==> src/rtl/morse_char_sequencer.sv <==
// Morse character sequencer: ASCII in, pattern/length plus start/done to the signal stage.
// Optional MORSE_DIGITS_EN adds '0'-'9' to the lookup table.
module morse_char_sequencer #(
   parameter int unsigned UNIT_CYCLES      = 6250000,
   parameter int unsigned LETTER_GAP_EXTRA = 2,
   parameter int unsigned WORD_GAP_EXTRA   = 4
) (
   input  logic       i_Clock,
   input  logic       i_Reset_n,
   input  logic [7:0] i_Char,
   input  logic       i_Char_Valid,
   output logic       o_Char_Ready,
   output logic       o_Start,
   output logic [4:0] o_Morse_Pattern,
   output logic [2:0] o_Morse_Length,
   input  logic       i_Done,
   output logic       o_Busy,
   output logic       o_Char_Error
);

   localparam longint unsigned LetterCnt =
      64'(LETTER_GAP_EXTRA) * 64'(UNIT_CYCLES);
   localparam longint unsigned WordCnt =
      64'(WORD_GAP_EXTRA) * 64'(UNIT_CYCLES);
   localparam longint unsigned GapMax =
      (LetterCnt > WordCnt) ? LetterCnt : WordCnt;
   localparam int GW = (GapMax == 0) ? 1 : $clog2(GapMax + 1);

   // Counter is loaded with N-1 so GAP lasts N cycles, and 1 cycle when N=0
   localparam logic [GW-1:0] LetterLoad =
      (LetterCnt == 0) ? '0 : GW'(LetterCnt - 1);
   localparam logic [GW-1:0] WordLoad =
      (WordCnt == 0) ? '0 : GW'(WordCnt - 1);

   typedef enum logic [2:0] {
      S_IDLE,
      S_DECODE,
      S_START,
      S_RELEASE,
      S_GAP
   } state_e;

   state_e        state_q, state_d;
   logic [7:0]    char_q, char_d;
   logic [4:0]    pat_q, pat_d;
   logic [2:0]    len_q, len_d;
   logic [GW-1:0] gap_q, gap_d;
   logic          rdy_q;

   logic [7:0]    up_char;
   logic          lut_hit;
   logic [4:0]    lut_pat;
   logic [2:0]    lut_len;
   logic          err;

   always_comb begin
      up_char = char_q;
      if (char_q >= "a" && char_q <= "z") begin
         up_char = char_q - 8'h20;
      end
   end

   always_comb begin
      lut_hit = 1'b1;
      lut_pat = '0;
      lut_len = '0;
      case (up_char)
         "A": begin lut_pat = 5'b01000; lut_len = 3'd2; end
         "B": begin lut_pat = 5'b10000; lut_len = 3'd4; end
         "C": begin lut_pat = 5'b10100; lut_len = 3'd4; end
         "D": begin lut_pat = 5'b10000; lut_len = 3'd3; end
         "E": begin lut_pat = 5'b00000; lut_len = 3'd1; end
         "F": begin lut_pat = 5'b00100; lut_len = 3'd4; end
         "G": begin lut_pat = 5'b11000; lut_len = 3'd3; end
         "H": begin lut_pat = 5'b00000; lut_len = 3'd4; end
         "I": begin lut_pat = 5'b00000; lut_len = 3'd2; end
         "J": begin lut_pat = 5'b01110; lut_len = 3'd4; end
         "K": begin lut_pat = 5'b10100; lut_len = 3'd3; end
         "L": begin lut_pat = 5'b01000; lut_len = 3'd4; end
         "M": begin lut_pat = 5'b11000; lut_len = 3'd2; end
         "N": begin lut_pat = 5'b10000; lut_len = 3'd2; end
         "O": begin lut_pat = 5'b11100; lut_len = 3'd3; end
         "P": begin lut_pat = 5'b01100; lut_len = 3'd4; end
         "Q": begin lut_pat = 5'b11010; lut_len = 3'd4; end
         "R": begin lut_pat = 5'b01000; lut_len = 3'd3; end
         "S": begin lut_pat = 5'b00000; lut_len = 3'd3; end
         "T": begin lut_pat = 5'b10000; lut_len = 3'd1; end
         "U": begin lut_pat = 5'b00100; lut_len = 3'd3; end
         "V": begin lut_pat = 5'b00010; lut_len = 3'd4; end
         "W": begin lut_pat = 5'b01100; lut_len = 3'd3; end
         "X": begin lut_pat = 5'b10010; lut_len = 3'd4; end
         "Y": begin lut_pat = 5'b10110; lut_len = 3'd4; end
         "Z": begin lut_pat = 5'b11000; lut_len = 3'd4; end
`ifdef MORSE_DIGITS_EN
         "0": begin lut_pat = 5'b11111; lut_len = 3'd5; end
         "1": begin lut_pat = 5'b01111; lut_len = 3'd5; end
         "2": begin lut_pat = 5'b00111; lut_len = 3'd5; end
         "3": begin lut_pat = 5'b00011; lut_len = 3'd5; end
         "4": begin lut_pat = 5'b00001; lut_len = 3'd5; end
         "5": begin lut_pat = 5'b00000; lut_len = 3'd5; end
         "6": begin lut_pat = 5'b10000; lut_len = 3'd5; end
         "7": begin lut_pat = 5'b11000; lut_len = 3'd5; end
         "8": begin lut_pat = 5'b11100; lut_len = 3'd5; end
         "9": begin lut_pat = 5'b11110; lut_len = 3'd5; end
`endif
         default: lut_hit = 1'b0;
      endcase
   end

   always_comb begin
      state_d = state_q;
      char_d  = char_q;
      pat_d   = pat_q;
      len_d   = len_q;
      gap_d   = gap_q;
      err     = 1'b0;
      unique case (state_q)
         S_IDLE: begin
            if (i_Char_Valid && rdy_q) begin
               char_d  = i_Char;
               state_d = S_DECODE;
            end
         end
         S_DECODE: begin
            if (lut_hit) begin
               pat_d   = lut_pat;
               len_d   = lut_len;
               state_d = S_START;
            end else if (char_q == 8'h20) begin
               gap_d   = WordLoad;
               state_d = S_GAP;
            end else begin
               err     = 1'b1;
               state_d = S_IDLE;
            end
         end
         S_START: begin
            if (i_Done) begin
               state_d = S_RELEASE;
            end
         end
         S_RELEASE: begin
            if (!i_Done) begin
               gap_d   = LetterLoad;
               state_d = S_GAP;
            end
         end
         S_GAP: begin
            if (gap_q == '0) begin
               state_d = S_IDLE;
            end else begin
               gap_d = gap_q - 1'b1;
            end
         end
         default: state_d = S_IDLE;
      endcase
   end

   always_ff @(posedge i_Clock or negedge i_Reset_n) begin
      if (!i_Reset_n) begin
         state_q <= S_IDLE;
         char_q  <= '0;
         pat_q   <= '0;
         len_q   <= '0;
         gap_q   <= '0;
         rdy_q   <= 1'b0;
      end else begin
         state_q <= state_d;
         char_q  <= char_d;
         pat_q   <= pat_d;
         len_q   <= len_d;
         gap_q   <= gap_d;
         rdy_q   <= 1'b1;
      end
   end

   // Ready is held off until the first edge after reset release
   assign o_Char_Ready    = rdy_q && (state_q == S_IDLE);
   assign o_Start         = (state_q == S_START);
   assign o_Busy          = (state_q != S_IDLE);
   assign o_Char_Error    = err;
   assign o_Morse_Pattern = pat_q;
   assign o_Morse_Length  = len_q;

endmodule
==> config.mk <==
export PLATFORM = sky130hd
export DESIGN_NAME = morse_char_sequencer
export DESIGN_NICKNAME = d
export VERILOG_FILES = /design/src/rtl/morse_char_sequencer.sv
export SDC_FILE = /design/constraint.sdc
export NUM_CORES = 1
export LEC_CHECK = 0
export CAP_MARGIN = 10
export CORE_ASPECT_RATIO = 0.75
export CORE_MARGIN = 10
export CORE_UTILIZATION = 58
export DETAILED_ROUTE_END_ITERATION = 7
export GPL_ROUTABILITY_DRIVEN = 0
export MAX_ROUTING_LAYER = met4
export PLACE_DENSITY = 0.8
export SLEW_MARGIN = 20
export SYNTH_ARGS = -nofsm -noshare
export SYNTH_HDL_FRONTEND = slang
export SYNTH_SLANG_ARGS = --single-unit
==> constraint.sdc <==
create_clock -name i_Clock -period 3.4 [get_ports i_Clock]
set_clock_uncertainty 0.05 [all_clocks]
set_input_delay 0.34 -clock i_Clock [delete_from_list [all_inputs] [get_ports i_Clock]]
set_output_delay 0.34 -clock i_Clock [all_outputs]
set_load 0.02 [all_outputs]
-- Yosys cells after proc, flatten, opt, wreduce, memory -nomap -nowiden
Index checks and enable logic that the tools add are counted.
- input port bits: 12
- word-level logic and storage cells: 89
- output and inout port bits: 12
- bits in registers: 45
- equality and inequality tests: 38
- reduce and logical (&&, ||, !) cells: 22
- add/subtract/negate cells: 2
- magnitude comparators: 2
- mux-type cells: 19
- operators with widths (kind ; count):
    $eq 8x7->1 const B ; 26
    $mux 25 ; 4
    $pmux 25 s3 ; 1
    $pmux 5 s12 ; 1
    $reduce_or 26->1 ; 1
    $logic_not 25->1 ; 1
    $sub 25x1->25 const B ; 1
    $mux 3 ; 6
    $pmux 3 s5 ; 1
    $ne 2x2->1 const B ; 6
    $pmux 3 s4 ; 1
    $reduce_or 12->1 ; 1
    $eq 8x6->1 const B ; 1
    $ge 8x7->1 const B ; 1
    $le 8x7->1 const B ; 1
    $mux 8 ; 1
    $reduce_or 2->1 ; 4
    $reduce_or 4->1 ; 2
    $reduce_or 8->1 ; 1
    $sub 8x6->8 const B ; 1
    $eq 3x2->1 const B ; 2
    $reduce_bool 3->1 ; 2
    $reduce_or 3->1 ; 2
    $reduce_and 5->1 ; 1
    other kinds (8) ; 14

-- Depth between registers and ports, before layout
Gate-level depths: netlist (run 1).
- word-level depth: 8
- depth in mapped cells: 11
- gate-level depth less buffers: 9

-- Least setup slack after synthesis (run 1)
No wires, ideal clock.
- path type: register -> register
- from: register char_q[0]
- to: register gap_q[9]
- data required time: 3.225 ns
- arrival time: 2.373 ns
- cell stages (with the launch flop): 10
- path slack: 0.852 ns
- cells stage by stage: dfrtp_1 > buf_6 > or4_4 > or4b_4 > o211a_1 > or2_1 > buf_6 > inv_8 > nand2_1 > mux2_2
- word-level cells in the longest chain between the ends: 8
- elaborated cells between the ends (all ways): 37
- those cells by class: add/sub (1); order compare (2); eq/ne (29); mux (2); reduce/logical (3)
- RTL lines (what ; RTL line ; RTL):
    start, declared ; 44 ; logic [7:0] char_q, char_d;
    start signal, assigned ; 169 ; char_q <= char_d;
    $ge 8x7->1 or $le 8x7->1 (tied branches) ; 58 ; if (char_q >= "a" && char_q <= "z") begin
    $logic_and 1x1->1 ; 58 ;
    $mux 8 ; 58 ;
    $eq 8x7->1 ; 67 ; case (up_char)
    $reduce_or 26->1 (no line) ; n/a ;
    $mux 1 ; 67 ;
    $ne 2x2->1 (no line) ; n/a ;
    $reduce_and 5->1 (no line) * ; n/a ;
    end signal, assigned ; 172 ; gap_q <= gap_d;
    end, declared ; 47 ; logic [GW-1:0] gap_q, gap_d;
Every way passes the cells marked *; elsewhere a longest branch is shown, timed or not.
A chain may end at the register's enable or synchronous reset.

-- Worst setup path in the final report (run 1)
- from: register char_q[5]
- to: output o_Char_Error
- word-level cells in the longest chain between the ends: 8
- elaborated cells between the ends (all ways): 37
- those cells by class: add/sub (1); order compare (2); eq/ne (27); mux (5); reduce/logical (2)
- RTL lines (what ; RTL line ; RTL):
    $ge 8x7->1 or $le 8x7->1 (tied branches) ; 58 ;
    $logic_and 1x1->1 ; 58 ;
    $mux 8 ; 58 ;
    $eq 8x7->1 ; 67 ;
    $reduce_or 26->1 (no line) ; n/a ;
    $mux 1 ; 67 ;
    $mux 1 * ; 125 ; if (lut_hit) begin
    $mux 1 * ; 117 ; unique case (state_q)
    end, declared ; 18 ; output logic o_Char_Error
Marks and branches as above.

==> reports/qor.txt, run 1 <==
unique cell type count in the Yosys netlist = 53
initial antenna violation count = 0
n_diodes = 0
Initial Util = 61.02%
register area share after synthesis = 39.69%
worst hold path type = input port to asynchronous set/reset pin
Peak VDD IR = 0.4448 mV
largest net degree at the start of global routing = 45
Yosys warning count = 0
number of global-route vias before repair = 2205
top_reg_cell synth = dfrtp_1
Routed met3 length = 592 um
WL/cell = 16.84 um
Filler Cells Inserted = 378
CP endpoint kind = output pin
fin. max-slew vios = 0
via count = 2538
Comb pwr share = 51.1%
Total Nets Final = 356
FF-to-FF Start = gap_q[17]$_DFFE_PN0P_
Clk Latency, worst-skew pair = 0.30 ns
GRT Resource Usage Total = 17.31%
WP buf/inv = 2
Critical Path Source = char_q[5]$_DFFE_PN0P_
die height = 79.89 um
largest fanout on the critical path = 8
initial DRC count = 378
maximum clock frequency = 320.6 MHz
Synth Net Count = 338
placed cell areas = 0.003020 sq mm
CP arrival = 2.73 ns
Mapped Cells = 323
CP startpoint kind = register
CP delay by family, top = compound AO/OA/AOI/OAI gates
# H-tree levels = 2
Port Buffer Count = 22
cell count along the critical path = 8
Post-route DRC = 0
Reg2Reg Setup Slack = 0.55 ns
CTS tree = yes
Worst path max stage delay = 0.55 ns
Final Setup Violations = 0
Avg Cell Area, Syn = 8.588 sq um
first-pass GRT wire length = 11150 um
clock slew seen by the registers of the worst setup and hold paths = 0.08 ns
#FFs+latches synth = 44
final wirelength = 6704 um
Met2 Routed Length = 2661 um
status = finished with violations
die footprint = 0.007977 sq mm
Flop pwr share = 35.6%
worst-path cell chain = inv_1 -> ha_1 -> o21ai_0 -> nand2b_1 -> a21o_1 -> o41ai_2 -> nor2_1 -> clkdlybuf4s50_1
final hold slack = -0.01501 ns
internal power = 0.001312 W
hold buffer count at CTS = 0
Clock Path Buffers = 2
worst slew pin tran = 0.9902 ns
core box area = 0.004546 sq mm
multi-input logic area = 0.001486 sq mm
Post-Syn Area = 0.002774 sq mm
switching part of the total power = 44.68%
Slew headroom = 33.84%
pwr dens = 763.2 mW/mm^2
gr ovfl total = 0
NetSw = 0.001060 W
IO Count = 24
critical path type = register to output pin
failing checks = negative hold slack
leak pwr = 1.178 nW
DR vias/cell = 6.377
most common cell after layout, fill and taps aside = dfrtp_1
clock group share of total power = 13.3%
Max-Cap Viols = 0
Final Cell Area = 0.003108 sq mm
final worst-path cycle share = 91.74%
Antenna Nets Post-Route = 0
min Tclk post-route = 3.119 ns
Util after Layout = 68.37%
post-CTS sizing = 0
clk sinks = 44
synthesis-to-layout area growth = 12.04%
reg2reg end = gap_q[17]$_DFFE_PN0P_
Post-CTS Repair Setup Buffers = 0
CP max stage cell = clkdlybuf4s50_1
Crit path required time = 3.01 ns
row count = 21
drt first pass iters = 5
FF+latch area = 0.001101 sq mm
number of synthesized flops with an enable pin = 0
wl on met1 = 3383 um
Post-synth ARST share = 100.0%
Die W = 99.86 um
setup TNS = 0 ns
CTS buffer count = 5
top sig layer = met4
Worst Reg-to-Reg Cells = 7
root buf cell = clkbuf_8
most frequent cells in the layout = dfrtp_1 (44), o21ai_0 (36), nor2_1 (34), a21oi_1 (23)
final-report hold violation count = 33
fraction of layout cells with a size suffix above 1 = 13.20%
Detailed Place HPWL = 4707 um
RSZ-0062 raised after global routing = false
## layout make-up
class	instances	share of cell area (%)
multi-input combinational	242	47.83
sequential	44	35.43
timing repair buffer	35	10.14
clock buffer	6	2.335
tap	57	2.295
inverter	13	1.812
clock inverter	1	0.1610
## layer usage
layer,vias to the layer above,global-route usage (%)
li1,1218,-
met1,1186,26.22
met2,123,20.84
met3,11,5.536
met4,0,4.143
met5,-,-
## registers in the layout, summed over array words and instances (netlist names)
name / count
gap_q: 25
state_q: 3
o_Morse_Pattern: 4
char_q: 8
rdy_q: 1
o_Morse_Length: 3
## through the flow
stage	instances	worst slack (ns)	total power [W]
global route	398	0.1186	0.002544
CTS	398	0.1502	0.002346
detailed placement	391	0.4832	0.002026
floorplan	323	0.8523	0.001695
global placement	391	0.5784	0.001998
finish	398	0.2809	0.002372
## cell usage after synthesis, types with 2 or more instances
library cell	instances	area [sq um]
a21o_1	3	22.52
a21oi_1	23	115.1
a21oi_2	3	26.28
a31oi_1	12	75.07
buf_4	2	15.01
buf_6	3	33.78
clkbuf_1	16	60.06
conb_1	2	7.510
dfrtp_1	44	1101
ha_1	3	37.54
inv_1	12	45.04
mux2_2	12	135.1
nand2_1	21	78.83
nand2b_1	10	62.56
nand3_1	4	20.02
nand3b_1	3	22.52
nor2_1	34	127.6
nor2b_1	2	12.51
nor3_1	14	70.07
nor3b_1	5	37.54
nor4_1	5	31.28
o21ai_0	36	180.2
o21ai_1	5	25.02
o22ai_1	3	18.77
o31ai_1	6	45.04
o31ai_2	2	25.02
o32ai_1	2	17.52
o41ai_1	6	52.55
or3_1	2	12.51
or4_1	3	22.52
or4_4	2	22.52
or4b_4	2	27.53
## worst register-to-register path, cell delays in order (launching register included)
cell and delay, ns:
dfrtp_1 0.44, or4_1 0.60, or4b_4 0.57, nor4_1 0.24, or2_1 0.48, buf_4 0.24, o21ai_0 0.09, o21ai_0 0.08
## how the worst max path moves through the flow
stage	endpoint	slack, ns
after CTS	o_Char_Error	0.15
after floorplan	gap_q[9]$_DFFE_PN0P_	0.85
after detailed placement	o_Char_Error	0.48
final	o_Char_Error	0.28
after global routing	o_Char_Error	0.12
after global placement	o_Char_Error	0.58
## power by group through the flow
stage | Combinational (W) | Clock (W) | Sequential, W
after floorplan | 0.000905 | 0 | 0.000790
after global placement | 0.00116 | 0 | 0.000839
after detailed placement | 0.00118 | 0 | 0.000845
after CTS | 0.00119 | 0.000321 | 0.000837
after global routing | 0.00133 | 0.000346 | 0.000869
final | 0.00121 | 0.000316 | 0.000844
## cells by family after synthesis
family | after synthesis | share of synthesized area, %
simple gates | 111 | 20.84
compound gates | 110 | 24.63
flops | 44 | 39.69
buf+inv | 37 | 6.991
mux | 13 | 5.232
fa+ha+maj | 4 | 1.714
other cells | 2 | 0.2707
xor+xnor | 2 | 0.6316
No activity file was read; power rests on OpenSTA's default activity.
==> inputs of run 2 (changes only) <==
CORE_UTILIZATION = 61   (was 58)
PLACE_DENSITY = 0.84   (was 0.8)
clock period = 3.8 ns   (was 3.4 ns; I/O delays follow)
==> reports/qor.txt, run 2 (synthesis gave the netlist of run 1 again) <==
placed cell areas = 0.002983 sq mm (-1.2%)
final hold slack = 0.1824 ns (+0.1974 ns)
maximum clock frequency = 293.7 MHz
status = complete, no violations
Max-Cap Viols = 0 (unchanged)
Crit path required time = 3.37 ns (+0.36 ns)
CTS buffer count = 5 (unchanged)
Clk Latency, worst-skew pair = 0.29 ns (about the same)
Antenna Nets Post-Route = 0 (unchanged)
largest fanout on the critical path = 8 (unchanged)
critical path type = register to output pin
final-report hold violation count = 0 (-100%)
CTS tree = yes
gr ovfl total = 0 (unchanged)
most common cell after layout, fill and taps aside = dfrtp_1
DR vias/cell = 6.434 (+0.90%)
number of global-route vias before repair = 2249 (+2.0%)
setup TNS = 0 ns (unchanged)
Finished Layout Cells = 394 (-1.0%)
first-pass GRT wire length = 11090 um (-0.56%)
Total Nets Final = 351 (-1.4%)
multi-input logic area = 0.001479 sq mm (-0.51%)
RSZ-0062 raised after global routing = false
Final Cell Area = 0.003109 sq mm (about the same)
Initial Util = 62.47% (+1.4 points)
Final Setup Violations = 0 (unchanged)
CP startpoint kind = register
Slew headroom = 35.78% (+1.9 points)
die footprint = 0.007673 sq mm (-3.8%)
Post-route DRC = 0 (unchanged)
CP endpoint kind = output pin
largest net degree at the start of global routing = 45 (unchanged)
leak pwr = 1.173 nW (-0.44%)
core box area = 0.004441 sq mm (-2.3%)
WL/cell = 16.55 um (-1.8%)
fin. max-slew vios = 0 (unchanged)
max reg flops = 25 (unchanged)
FF-to-FF Start = state_q[1]$_DFFE_PN0P_
n_diodes = 0 (unchanged)
synthesis-to-layout area growth = 12.09% (about the same)
Clock Path Buffers = 2 (unchanged)
root buf cell = clkbuf_8
Reg2Reg Setup Slack = 0.75 ns (+0.20 ns)
initial antenna violation count = 0 (unchanged)
CP arrival = 2.97 ns (+0.24 ns)
Worst Setup EP = o_Char_Error
Critical Path Source = char_q[5]$_DFFE_PN0P_
Worst Reg-to-Reg Cells = 6 (-1)
most frequent cells in the layout = dfrtp_1 (44), o21ai_0 (36), nor2_1 (34), a21oi_1 (23)
# H-tree levels = 2 (unchanged)
total power = 0.002198 W (-7.3%)
Port Buffer Count = 22 (unchanged)
clock slew seen by the registers of the worst setup and hold paths = 0.08 ns (about the same)
worst slew pin tran = 0.9633 ns (-0.02696 ns)
fraction of layout cells with a size suffix above 1 = 12.17% (-1.0 points)
via count = 2535 (-0.12%)
worst hold path type = input port to asynchronous set/reset pin
hold buffer count at CTS = 0 (unchanged)
Detailed Place HPWL = 4524 um (-3.9%)
final wirelength = 6520 um (-2.7%)
IO Count = 24 (unchanged)
Filler Cells Inserted = 348 (-7.9%)
Die W = 97.87 um (-2.0%)
Largest Register = gap_q
dpl cells = 386 (-1.3%)
reg2reg end = gap_q[10]$_DFFE_PN0P_
die height = 78.40 um (-1.9%)
min Tclk post-route = 3.404 ns
drt first pass iters = 5 (unchanged)
GRT Resource Usage Total = 17.35% (+0.039 points)
pwr dens = 707.1 mW/mm^2 (-7.4%)
final worst-path cycle share = 89.59%
post-CTS sizing = 0 (unchanged)
Peak VDD IR = 0.4203 mV (-5.5%)
initial DRC count = 281 (-26%)
clk sinks = 44 (unchanged)
row count = 21 (unchanged)
FF+latch area = 0.001101 sq mm (unchanged)
Post-CTS Repair Setup Buffers = 0 (unchanged)
[run 2: cell types whose count changed in the layout (fill, tap and decap cells not counted)]
cell | before | now
o41ai_2 | 1 | 0
buf_4 | 14 | 8
o41ai_1 | 5 | 6
buf_2 | 0 | 1
bufinv_16 | 0 | 1
clkbuf_1 | 1 | 0
clkinv_2 | 1 | 0
clkbuf_8 | 5 | 7
[run 2: stage by stage]
| stage | setup WS, ns | util (%) |
|---|---|---|
| floorplan | 1.252 | - |
| global route | 0.1281 | 70.02 |
| CTS | 0.3928 | 70.02 |
| detailed placement | 0.7283 | 67.17 |
| global placement | 0.8123 | 67.17 |
| finish | 0.3956 | 70.02 |
[run 2: cell type report]
type,instances,share of cell area (%)
clock inverters,1,0.9658
inverters,13,1.811
repair buffers,30,8.853
clock buffers,7,3.099
well taps,57,2.294
flip-flops and latches,44,35.41
multi-input cells,242,47.57
[run 2: worst max-delay path, cell delays in order, from the launching register on]
cell,delay (ns)
dfrtp_1,0.42
inv_1,0.08
ha_1,0.31
o21ai_0,0.21
nand2b_1,0.14
a21o_1,0.28
o41ai_1,0.56
nor2_1,0.13
clkdlybuf4s50_1,0.56
[run 2: report_power, final]
part,switching [W],internal (W),leakage [nW]
Sequential,0.000145,0.000598,0.511
Combinational,0.000633,0.000432,0.598
Clock,0.000159,0.000232,0.0645
[run 2: worst min-delay path by stage]
stage / cells past startpoint / slack, ns / end
detailed placement: 1 / 0.44 / gap_q[20]$_DFFE_PN0P_
global placement: 1 / 0.44 / o_Morse_Length[2]$_DFFE_PN0P_
floorplan: 0 / 0.03 / char_q[0]$_DFFE_PN0P_
global route: 1 / 0.27 / gap_q[20]$_DFFE_PN0P_
CTS: 1 / 0.22 / gap_q[20]$_DFFE_PN0P_
finish: 1 / 0.18 / gap_q[20]$_DFFE_PN0P_
[run 2: metal layers]
metal	part of all wire [%]	global-route usage (%)	routed length, um
met1	49	25.17	3194
met2	41	23.42	2705
met3	8.8	4.462	575
met4	0.69	3.623	45
met5	0	-	0
